<file path="src/rtl/mult_pkg.sv">
// mult_pkg: shared types and constants for the sequential multiplier controller
//   state_t      controller FSM states
//   MULT_LAT_DEF default multiplier latency in cycles
//   OPD_W/PRD_W  operand and product widths
package mult_pkg;
    typedef enum logic [1:0] {IDLE, LOAD, WAIT, DONE} state_t;
    localparam int MULT_LAT_DEF = 10;
    localparam int OPD_W = 8;
    localparam int PRD_W = 16;
endpackage

</file>
<file path="src/rtl/mult_wait_timer.sv">
// mult_wait_timer: clear/enable up-counter flagging the last multiplier latency cycle
//   clk    in  clock
//   reset  in  synchronous active-high reset
//   clear  in  zero the counter (wins over en)
//   en     in  count up by one
//   hit    out counter equals MULT_LAT-1
module mult_wait_timer #(
    parameter int CNT_W = 4,
    parameter int MULT_LAT = 10
) (
    input  logic clk,
    input  logic reset,
    input  logic clear,
    input  logic en,
    output logic hit
);
    logic [CNT_W-1:0] cnt;
    always_ff @(posedge clk) begin
        if (reset || clear) cnt <= '0;
        else if (en) cnt <= cnt + 1'b1;
    end
    assign hit = cnt == CNT_W'(MULT_LAT - 1);
endmodule

</file>
<file path="src/rtl/mult_seq_ctrl.sv">
// mult_seq_ctrl: operand sequencer for the 8x8 shift-add sequential multiplier
//   clk, reset               clock, synchronous active-high reset
//   in_valid/in_ready        operand handshake, in_a/in_b unsigned operands
//   mult_load/mult_a/mult_b  load pulse and held operands towards the multiplier
//   mult_op                  product returned by the multiplier
//   out_valid/out_ready      product handshake, out_product = in_a*in_b
//   busy                     not idle
//   ops_done                 products accepted downstream, wrapping
module mult_seq_ctrl
    import mult_pkg::*;
#(
    parameter int MULT_LAT = MULT_LAT_DEF,
    parameter int CNT_W = 4,
    parameter int OPS_W = 16
) (
    input  logic             clk,
    input  logic             reset,
    input  logic             in_valid,
    output logic             in_ready,
    input  logic [7:0]       in_a,
    input  logic [7:0]       in_b,
    output logic             mult_load,
    output logic [7:0]       mult_a,
    output logic [7:0]       mult_b,
    input  logic [15:0]      mult_op,
    output logic             out_valid,
    input  logic             out_ready,
    output logic [15:0]      out_product,
    output logic             busy,
    output logic [OPS_W-1:0] ops_done
);
    state_t state, nxt;
    logic [OPD_W-1:0] a_r, b_r;
    logic [PRD_W-1:0] p_r;
    logic [OPS_W-1:0] ops_r;
    logic hit;
    mult_wait_timer #(.CNT_W(CNT_W), .MULT_LAT(MULT_LAT)) u_timer (
        .clk   (clk),
        .reset (reset),
        .clear (state == LOAD),
        .en    (state == WAIT),
        .hit   (hit)
    );
    always_ff @(posedge clk) begin
        if (reset) state <= IDLE;
        else state <= nxt;
    end
    // A zero operand skips the multiplier entirely: the product is known to be 0.
    always_comb begin
        nxt = state;
        in_ready = 1'b0;
        mult_load = 1'b0;
        out_valid = 1'b0;
        unique case (state)
            IDLE: begin
                in_ready = 1'b1;
                if (in_valid) nxt = (in_a == '0 || in_b == '0) ? DONE : LOAD;
            end
            LOAD: begin
                mult_load = 1'b1;
                nxt = WAIT;
            end
            WAIT: nxt = hit ? DONE : WAIT;
            DONE: begin
                out_valid = 1'b1;
                if (out_ready) nxt = IDLE;
            end
            default: nxt = IDLE;
        endcase
    end
    always_ff @(posedge clk) begin
        if (reset) begin
            a_r <= '0;
            b_r <= '0;
            p_r <= '0;
            ops_r <= '0;
        end else begin
            if (state == IDLE && in_valid) begin
                a_r <= in_a;
                b_r <= in_b;
                if (in_a == '0 || in_b == '0) p_r <= '0;
            end
            if (state == WAIT && hit) p_r <= mult_op;
            if (state == DONE && out_ready) ops_r <= ops_r + 1'b1;
        end
    end
    assign mult_a = a_r;
    assign mult_b = b_r;
    assign out_product = p_r;
    assign busy = state != IDLE;
    assign ops_done = ops_r;
endmodule

</file>
<file path="config.mk">
export PLATFORM = sky130hd
export DESIGN_NAME = mult_seq_ctrl
export DESIGN_NICKNAME = d
export VERILOG_FILES = /design/src/rtl/mult_pkg.sv /design/src/rtl/mult_wait_timer.sv /design/src/rtl/mult_seq_ctrl.sv
export SDC_FILE = /design/constraint.sdc
export NUM_CORES = 1
export LEC_CHECK = 0
export BUFFER_PORTS_ARGS = -buffer_cell sky130_fd_sc_hd__buf_2
export CELL_PAD_IN_SITES_DETAIL_PLACEMENT = 0
export CELL_PAD_IN_SITES_GLOBAL_PLACEMENT = 2
export CORE_UTILIZATION = 24
export DETAILED_ROUTE_END_ITERATION = 8
export PLACE_DENSITY_LB_ADDON = 0.1
export SETUP_SLACK_MARGIN = 0.4
export SLEW_MARGIN = 20
export SYNTH_ARGS = -nofsm -noshare
export SYNTH_HDL_FRONTEND = slang
export SYNTH_HIERARCHICAL = 1
export SYNTH_SLANG_ARGS = --single-unit
export TNS_END_PERCENT = 5
</file>
<file path="constraint.sdc">
create_clock -name clk -period 1.5 [get_ports clk]
set_input_delay 0.075 -clock clk [delete_from_list [all_inputs] [get_ports clk]]
set_output_delay 0.075 -clock clk [all_outputs]
set_load 0.02 [all_outputs]
</file>
; Word level (Yosys, flattened, before mapping)
; Index checks and enable logic that the tools add are counted.
[classes]
reduce_logical = 13
n_addsub = 2
mux = 11
eq_ne = 6
[ops]
columns = operator, n
row1 = $mux 16, 3
row2 = $add 16x1->16 const B, 1
row3 = $logic_not 8->1, 2
row4 = $pmux 2 s4, 1
row5 = $mux 2, 3
row6 = $reduce_bool 2->1, 3
row7 = $add 4x1->4 const B, 1
row8 = $eq 2x2->1 const B, 2
row9 = $eq 4x4->1 const B, 1
row10 = $mux 1, 4
row11 = $ne 2x2->1 const B, 2
row12 = $reduce_and 2->1, 2
row13 = $logic_and 1x1->1, 3
row14 = $eq 2x1->1 const B, 1
row15 = $logic_not 2->1, 1
row16 = $logic_or 1x1->1, 2
[word_totals]
reg_bits = 54
in_bits = 36
output_inout_bits = 52

; Logic depth before layout (Yosys ltp)
; Gate-level depths: netlist of the first run.
[depth]
ltp_word = 5
ltp_mapped = 8

; Hierarchy
; Netlist of the first run, hierarchy kept.
[modules_own_cells]
columns = mod, area_each_um2, cells_per_inst, n_inst
row1 = mult_seq_ctrl, 2006.9, 245, 1
row2 = mult_wait_timer, 200.2, 20, 1

; Least setup slack after synthesis of the first run
; OpenSTA, ideal clock, no wires.
[synth_path]
kind = register to register
startpoint = register state[1]
endpoint = register ops_r[15], in the netlist ops_done[15]
arrival_time_ps = 1617
synth_period_minus_slack_ps = 1687
path_stages_with_launch = 6
setup_slack_ps = -187
cell_sequence = dfxtp_1 > ha_1 > and4_4 > nand4_4 > or3_1 > a21oi_1
[synth_between]
elab_chain_len = 2
[synth_rtl]
columns = item, line
row1 = from (decl), mult_seq_ctrl.sv:32  ; state_t state, nxt;
row2 = from (signal assigned), mult_seq_ctrl.sv:46  ; else state <= nxt;
row3 = $eq 2x2->1, mult_seq_ctrl.sv:84  ; if (state == DONE && out_ready) ops_r <= ops_r + 1'b1;
row4 = $logic_and 1x1->1, mult_seq_ctrl.sv:84
row5 = to (signal assigned), mult_seq_ctrl.sv:84
row6 = to (decl), mult_seq_ctrl.sv:35  ; logic [OPS_W-1:0] ops_r;
; Every way passes these cells.
; A chain may end at the register's enable or synchronous reset.

; Worst setup path in the final report of the first run
[layout_path]
startpoint = register state[1]
endpoint = register ops_r[13], in the netlist ops_done[13]
; Same word-level chain as after synthesis.

==> results of run 1 <==
-- final cells by class --
class	count	share of cell area [%]
well taps	108	3.910
repair buffers	135	27.12
clock inverters	2	0.3983
flip-flops and latches	54	31.72
inverters	6	0.6517
multi-input cells	195	34.11
clock buffers	6	2.100
-- worst register-to-register path, delay by kind of cell, from the launching register on --
family / cells / cell delay (ns)
AO/OA/AOI/OAI: 1 / 0.12
adder cells (fa/ha/maj): 1 / 0.15
flip-flops: 1 / 0.38
AND/OR/NAND/NOR: 3 / 0.71
-- path summary, 6_finish.rpt --
check,end,cells past startpoint
worst max-delay path,ops_done[13],5
worst min-delay path,mult_b[0],3
worst max register to register,ops_done[13],5
worst min register to register,out_product[12],2
-- per-layer routing --
metal / part of all wire, % / up-vias
li1: - / 1159
met4: 0.96 / 0
met1: 51 / 995
met3: 5.2 / 5
met5: 0 / -
met2: 43 / 51
-- power by group --
group	total, µW	switching [µW]	internal [µW]	leakage (µW)
Sequential	1630	76.6	1550	0.000442
Combinational	1070	613	458	0.000992
Clock	835	503	332	0.0000452
-- through the flow --
step / power [µW] / cell area [µm²] / setup WS [ns] / instances / hold slack, ns
after floorplan: 2270 / 2265 / 0.04852 / 265 / 0.1836
after global placement: 2613 / 2952 / 0.09739 / 465 / 0.2682
after detailed placement: 2613 / 2952 / 0.08395 / 465 / 0.2784
after CTS: 3578 / 3381 / 0.08187 / 506 / 0.01781
after global routing: 3771 / 3456 / 0.005444 / 506 / 0.03515
final: 3535 / 3456 / 0.07303 / 506 / 0.03262
-- Yosys cell counts, types with 3 or more instances --
cell type	count
xor2_1	6
a21oi_1	25
or3_1	5
o21ai_0	21
dfxtp_1	54
nor2_1	14
clkbuf_1	5
xnor2_1	5
nand2_1	73
ha_1	8
and3_1	3
inv_1	6
nand3_1	6
nand4_1	5
nor4_1	4
-- sequential cells by signal, summed over array words and instances (netlist names) --
name / flops
out_product: 16
ops_done: 16
mult_b: 8
u_timer/cnt: 4
mult_a: 8
state: 2
-- kinds of logic (layout without fill, tap and decap cells) --
| logic type | count (synthesis) | after routing | share of synthesized area (%) |
|---|---|---|---|
| AO/OA/AOI/OAI | 51 | 51 | 12.24 |
| multiplexers | 1 | 1 | 0.5102 |
| AND/OR/NAND/NOR | 124 | 124 | 26.47 |
| buffers and inverters | 16 | 149 | 2.891 |
| flip-flops | 54 | 54 | 48.98 |
| XOR/XNOR | 11 | 11 | 4.365 |
| adder cells (fa/ha/maj) | 8 | 8 | 4.535 |
-- what timing repair did --
action	4_1_cts	5_1_grt
buffers inserted	2	0
endpoints found under the hold margin	31	0
resized for setup	6	24
hold buffers	31	0
pin swaps	1	15
endpoints found under the setup margin	56	57
==> run metrics, run 1 <==
worst vdd ir 463.6 µV; setup_tns 0 ns; M2 GR Usage 20.59%; Lkg Pwr 0.001479 µW; failing checks design-rule violations; layout cells sized above 1 36.18%; Worst EP required 1.74 ns; PortBufs 87; initial antenna violation count 0; CTS tree done; # Max-Cap Violations 0; Post-Syn Area per Cell 8.329 µm²; DR pass1 iterations 7; Synth area leaders dfxtp_1 (49%), nand2_1 (12%), a21oi_1 (5.7%); Hold Vio Cnt, Final 0; global-route wire length before repair 10.07 mm; max incr delay on CP 0.38 ns; num rows 34; fmax 0.7008 GHz; Setup CP Type reg2reg; Mapped Cells 265; storage element area 0.001096 mm²; Sinks on Clock Net 54; Synth Warn # 6; CP bufs+invs 0; Final Cycle Share 95.13%; grt peak-use layer met2; worst-path maximum fanout 5; Hold WC Path Type in2reg; Post-synth ARST share 0%; pin count of the biggest net entering global routing 22; number of synthesized register bits 54; number of remaining DRC errors 11; met1 Resource Use GR 17.21%; prevailing post-synth register cell dfxtp_1; Worst-Margin Slew 0.4208 ns; ant diodes 0; CTS buffer count 5; Synth cell types 33; Post-Route WL 6.323 mm; worst-path cell chain ha_4, and4_4, nand4_4, or3_1, a21oi_1; mapped cell area 0.002207 mm²; routed vias 2210; setup violators final 0; crit path from state[1]; Yosys top cell area share 48.98%; fin crit period 1.427 ns; most common cell after layout, fill and taps aside buf_2; most frequent cells in the layout buf_2 (86), nand2_1 (70), dfxtp_1 (46), dlygate4sd3_1 (31), a21oi_1 (23); Root Driver clkbuf_8; Pwr Density 1023 mW/mm²; final-stage net count 441; CP endpoint kind flip-flop; H-tree depth reported by CTS 2; R2R setup slack 0.07 ns; grt ovf 0; die height 97.90 µm; HPWL Detailed 4.302 mm; status complete, but fails checks; Rel. slew slack 71.94%; max-slew violation count 0; Die Footprint 0.009583 mm²; Layout Utilization 39.24%; per-cell routed wire length 12.50 µm; clock buffer depth 2; ANT nets after route 0; Worst path slowest cell dfxtp_4; Worst Skew 0.01149 ns; fillers 976; Top delay family on crit path simple AND/OR/NAND/NOR gates; hold_sp in_b[0]; GRT Overall Usage 12.98%; syn nets 309; worst r2r src state[1]; WP data arrival 1.67 ns; Die Span X 97.90 µm; Area growth, synth to finish 56.58%; multi-input logic area 0.001179 mm²; largest area contributor in the netlist dfxtp_1; Final Wtd Congestion 0.7036; CP Launch Type flip-flop; RSZ-0062 raised after global routing true; Vias/cell 4.368; EDFF count, synth 0; Detailed Route Iter0 Violations 42; Clock Pin Slew Worst Setup and Hold Paths 0.11 ns; GR Util met3 3.078%; I/O Pins 88; Starting Density 25.06%; register area share after synthesis 48.98%; core footprint 0.008806 mm²; clk_lat worst skew 0.31 ns; vias in the first global route 2042
Power figures use the tool's default switching activity.
==> run 2, diff against run 1 <==
ABC_AREA = 1   (was not set)
CORE_UTILIZATION = 23   (was 24)
==> run 2 against run 1 <==
  * The run now ends clean
  * Sequential cell count stayed put
  * Combinational power is 14% lower
  * Routed wire length is 4.0% higher
  * Clock-buffer cell count is 2 higher
  * Register-to-register slack better by 0.08 ns
  * Largest power group unchanged
  * Highest routed layer unchanged
==> run metrics, run 2 <==
H-tree depth reported by CTS 2 (unchanged); core footprint 0.009819 mm² (+12%); max-slew violation count 0 (unchanged); largest area contributor in the netlist dfxtp_1; Vias/cell 4.160 (-4.8%); worst vdd ir 562.0 µV (+21%); I/O Pins 88 (unchanged); Layout Utilization 34.28% (-5.0 points); CP Launch Type flip-flop; EDFF count, synth 0 (unchanged); R2R setup slack 0.16 ns (+0.08 ns); CTS tree done; # Max-Cap Violations 0 (unchanged); grt ovf 0 (unchanged); number of synthesized register bits 54 (unchanged); Post-Syn Area per Cell 7.471 µm² (-10%); setup_tns 0 ns (unchanged); Pwr Density 1046 mW/mm² (+2.3%); Mapped Cells 313 (+18%); Final Non-Filler Cells 551 (+8.9%); clock buffer depth 2 (unchanged); worst r2r src ops_done[0]; Worst-Margin Slew 0.4365 ns (+0.01564 ns); num rows 36 (+5.9%); Placed Cells incl. Taps 530 (+14%); worst-path maximum fanout 5 (unchanged); PortBufs 87 (unchanged); Sinks on Clock Net 54 (unchanged); Pwr Total 3521 µW (-0.40%); Die Footprint 0.01058 mm² (+10%); Final Wtd Congestion 0.6811 (-3.2%); WP data arrival 1.54 ns (-0.13 ns); clk_lat worst skew 0.30 ns (about the same); most common cell after layout, fill and taps aside buf_2; Worst EP required 1.70 ns (-0.04 ns); final-stage net count 461 (+4.5%); Worst Skew 0.01245 ns (+0.0009574 ns); CP endpoint kind flip-flop; vias in the first global route 2191 (+7.3%); WHS Endpoint out_product[4]; pin count of the biggest net entering global routing 19 (-14%); prevailing post-synth register cell dfxtp_1; most frequent cells in the layout buf_2 (88), dfxtp_1 (48), nand2_1 (47), a21oi_1 (40); Final Cycle Share 89.56% (-5.6 points); CTS buffer count 5 (unchanged); Die Span X 102.8 µm (+5.0%); hold depth 3 (unchanged); Setup CP Type reg2reg; routed vias 2292 (+3.7%); mapped cell area 0.002338 mm² (+6.0%); Yosys top cell area share 46.23% (-2.8 points); DR pass1 iterations 6 (-1); Post-synth top cells dfxtp_1 (54), nand2_1 (49), a21oi_1 (41); Synth Warn # 6 (unchanged); setup violators final 0 (unchanged); GRT Overall Usage 12.41% (-0.57 points); die height 102.8 µm (+5.0%); Rel. slew slack 70.83% (-1.1 points); Hold Vio Cnt, Final 0 (unchanged); Hold WC Path Type in2reg; path depth of the worst reg2reg path 6 (+1); Synth area leaders dfxtp_1 (46%), a21oi_1 (8.8%), nand2_1 (7.9%); Lkg Pwr 0.001521 µW (+2.8%); Area growth, synth to finish 43.93%; RSZ-0062 raised after global routing true; Detailed Route Iter0 Violations 48 (+14%); layout cells sized above 1 35.17% (-1.0 points); HPWL Detailed 4.779 mm (+11%); Root Driver clkbuf_8; global-route wire length before repair 10.18 mm (+1.1%); ant diodes 0 (unchanged); initial antenna violation count 0 (unchanged); per-cell routed wire length 11.94 µm (-4.4%); Post-Route WL 6.579 mm (+4.0%); Post-synth ARST share 0% (unchanged); ANT nets after route 0 (unchanged); register area share after synthesis 46.23% (-2.8 points); count leader, synth dfxtp_1; number of remaining DRC errors 0 (-11); Synth cell types 26 (-21%); FF-to-FF End ops_done[8]; Starting Density 23.81% (-1.2 points); fin crit period 1.343 ns (-0.08362 ns); hold_sp mult_op[4]; Clock Pin Slew Worst Setup and Hold Paths 0.10 ns (about the same); syn nets 357 (+16%); status finished, final reports clean; fmax 0.7444 GHz (+6.2%)
[run 2: cell count changes after synthesis, moves of 7 or more]
cell	change
a21oi_1	+16
inv_1	+34
nand2_1	-24
nand3_1	+19
nor2_1	+20
o21ai_0	+7
[run 2: power by group]
part           internal [µW]  switching, µW  leakage [µW]
Clock                    479            477     0.0000566
Combinational            346            569       0.00102
Sequential              1560           90.7      0.000443
Total                   2390           1140       0.00152
[run 2: critical path: stages, from the launching register on]
cell and delay [ns]:
dfxtp_4 0.39, ha_4 0.14, nand3_2 0.09, nor3_4 0.33, nand2_1 0.12, o21ai_1 0.12
a21oi_1 0.04
[run 2: layer usage]
metal  part of all wire (%)  global-route usage, %  wire length [µm]  vias to the layer above
li1                       -                      -                 -                     1225
met1                     46                  15.20              3047                     1002
met2                     47                  21.49              3091                       63
met3                    6.1                  3.322               401                        2
met4                   0.58                  3.250                38                        0
met5                      0                      0                 0                        -
[run 2: worst max path at each step]
stage / endpoint / from / slack, ns / cells after the start
floorplan: ops_done[12] / ops_done[0] / 0.24 / 6
global placement: ops_done[12] / state[1] / 0.14 / 6
detailed placement: ops_done[14] / state[1] / 0.12 / 7
CTS: ops_done[8] / state[1] / 0.12 / 6
global route: ops_done[14] / ops_done[0] / 0.02 / 7
finish: ops_done[8] / ops_done[0] / 0.16 / 6
[run 2: per-stage QoR]
stage / setup slack, ns / hold WS, ns / area (µm²)
6_report: 0.1567 / 0.01619 / 3366
5_1_grt: 0.02058 / 0.006075 / 3366
4_1_cts: 0.1189 / 0.0007695 / 3236
3_5_place_dp: 0.1195 / 0.3326 / 3023
3_3_place_gp: 0.1402 / 0.3302 / 3023
2_1_floorplan: 0.2443 / 0.2224 / 2435
[run 2: cell type report]
type	instances	area, µm²
Inverter	40	165.2
Sequential cell	54	1101
Clock buffer	8	111.4
Fill cell	1085	6454
Multi-Input combinational cell	209	1225
Timing Repair inverter	1	5.005
Tap cell	133	166.4
Timing Repair Buffer	106	591.8
[run 2: repair_timing]
item | 4_1_cts | 5_1_grt
hold buffers | 5 | 0
hold endpoints to repair | 5 | 0
setup endpoints to repair | 57 | 58
pin swaps | 2 | 6
cloned | 0 | 3
setup buffers | 3 | 2
gates resized for setup | 6 | 24
[run 2: cells by family (layout without fill, tap and decap cells)]
group	after synthesis	count (layout)	share of synthesized area, %
and+or+nand+nor	127	128	24.45
AOI/OAI and AO/OA	72	72	15.62
xor gates and xnor gates	1	1	0.3746
DFF	54	54	46.23
adders and majority gates	8	8	4.281
buffers and inverters	51	155	9.042
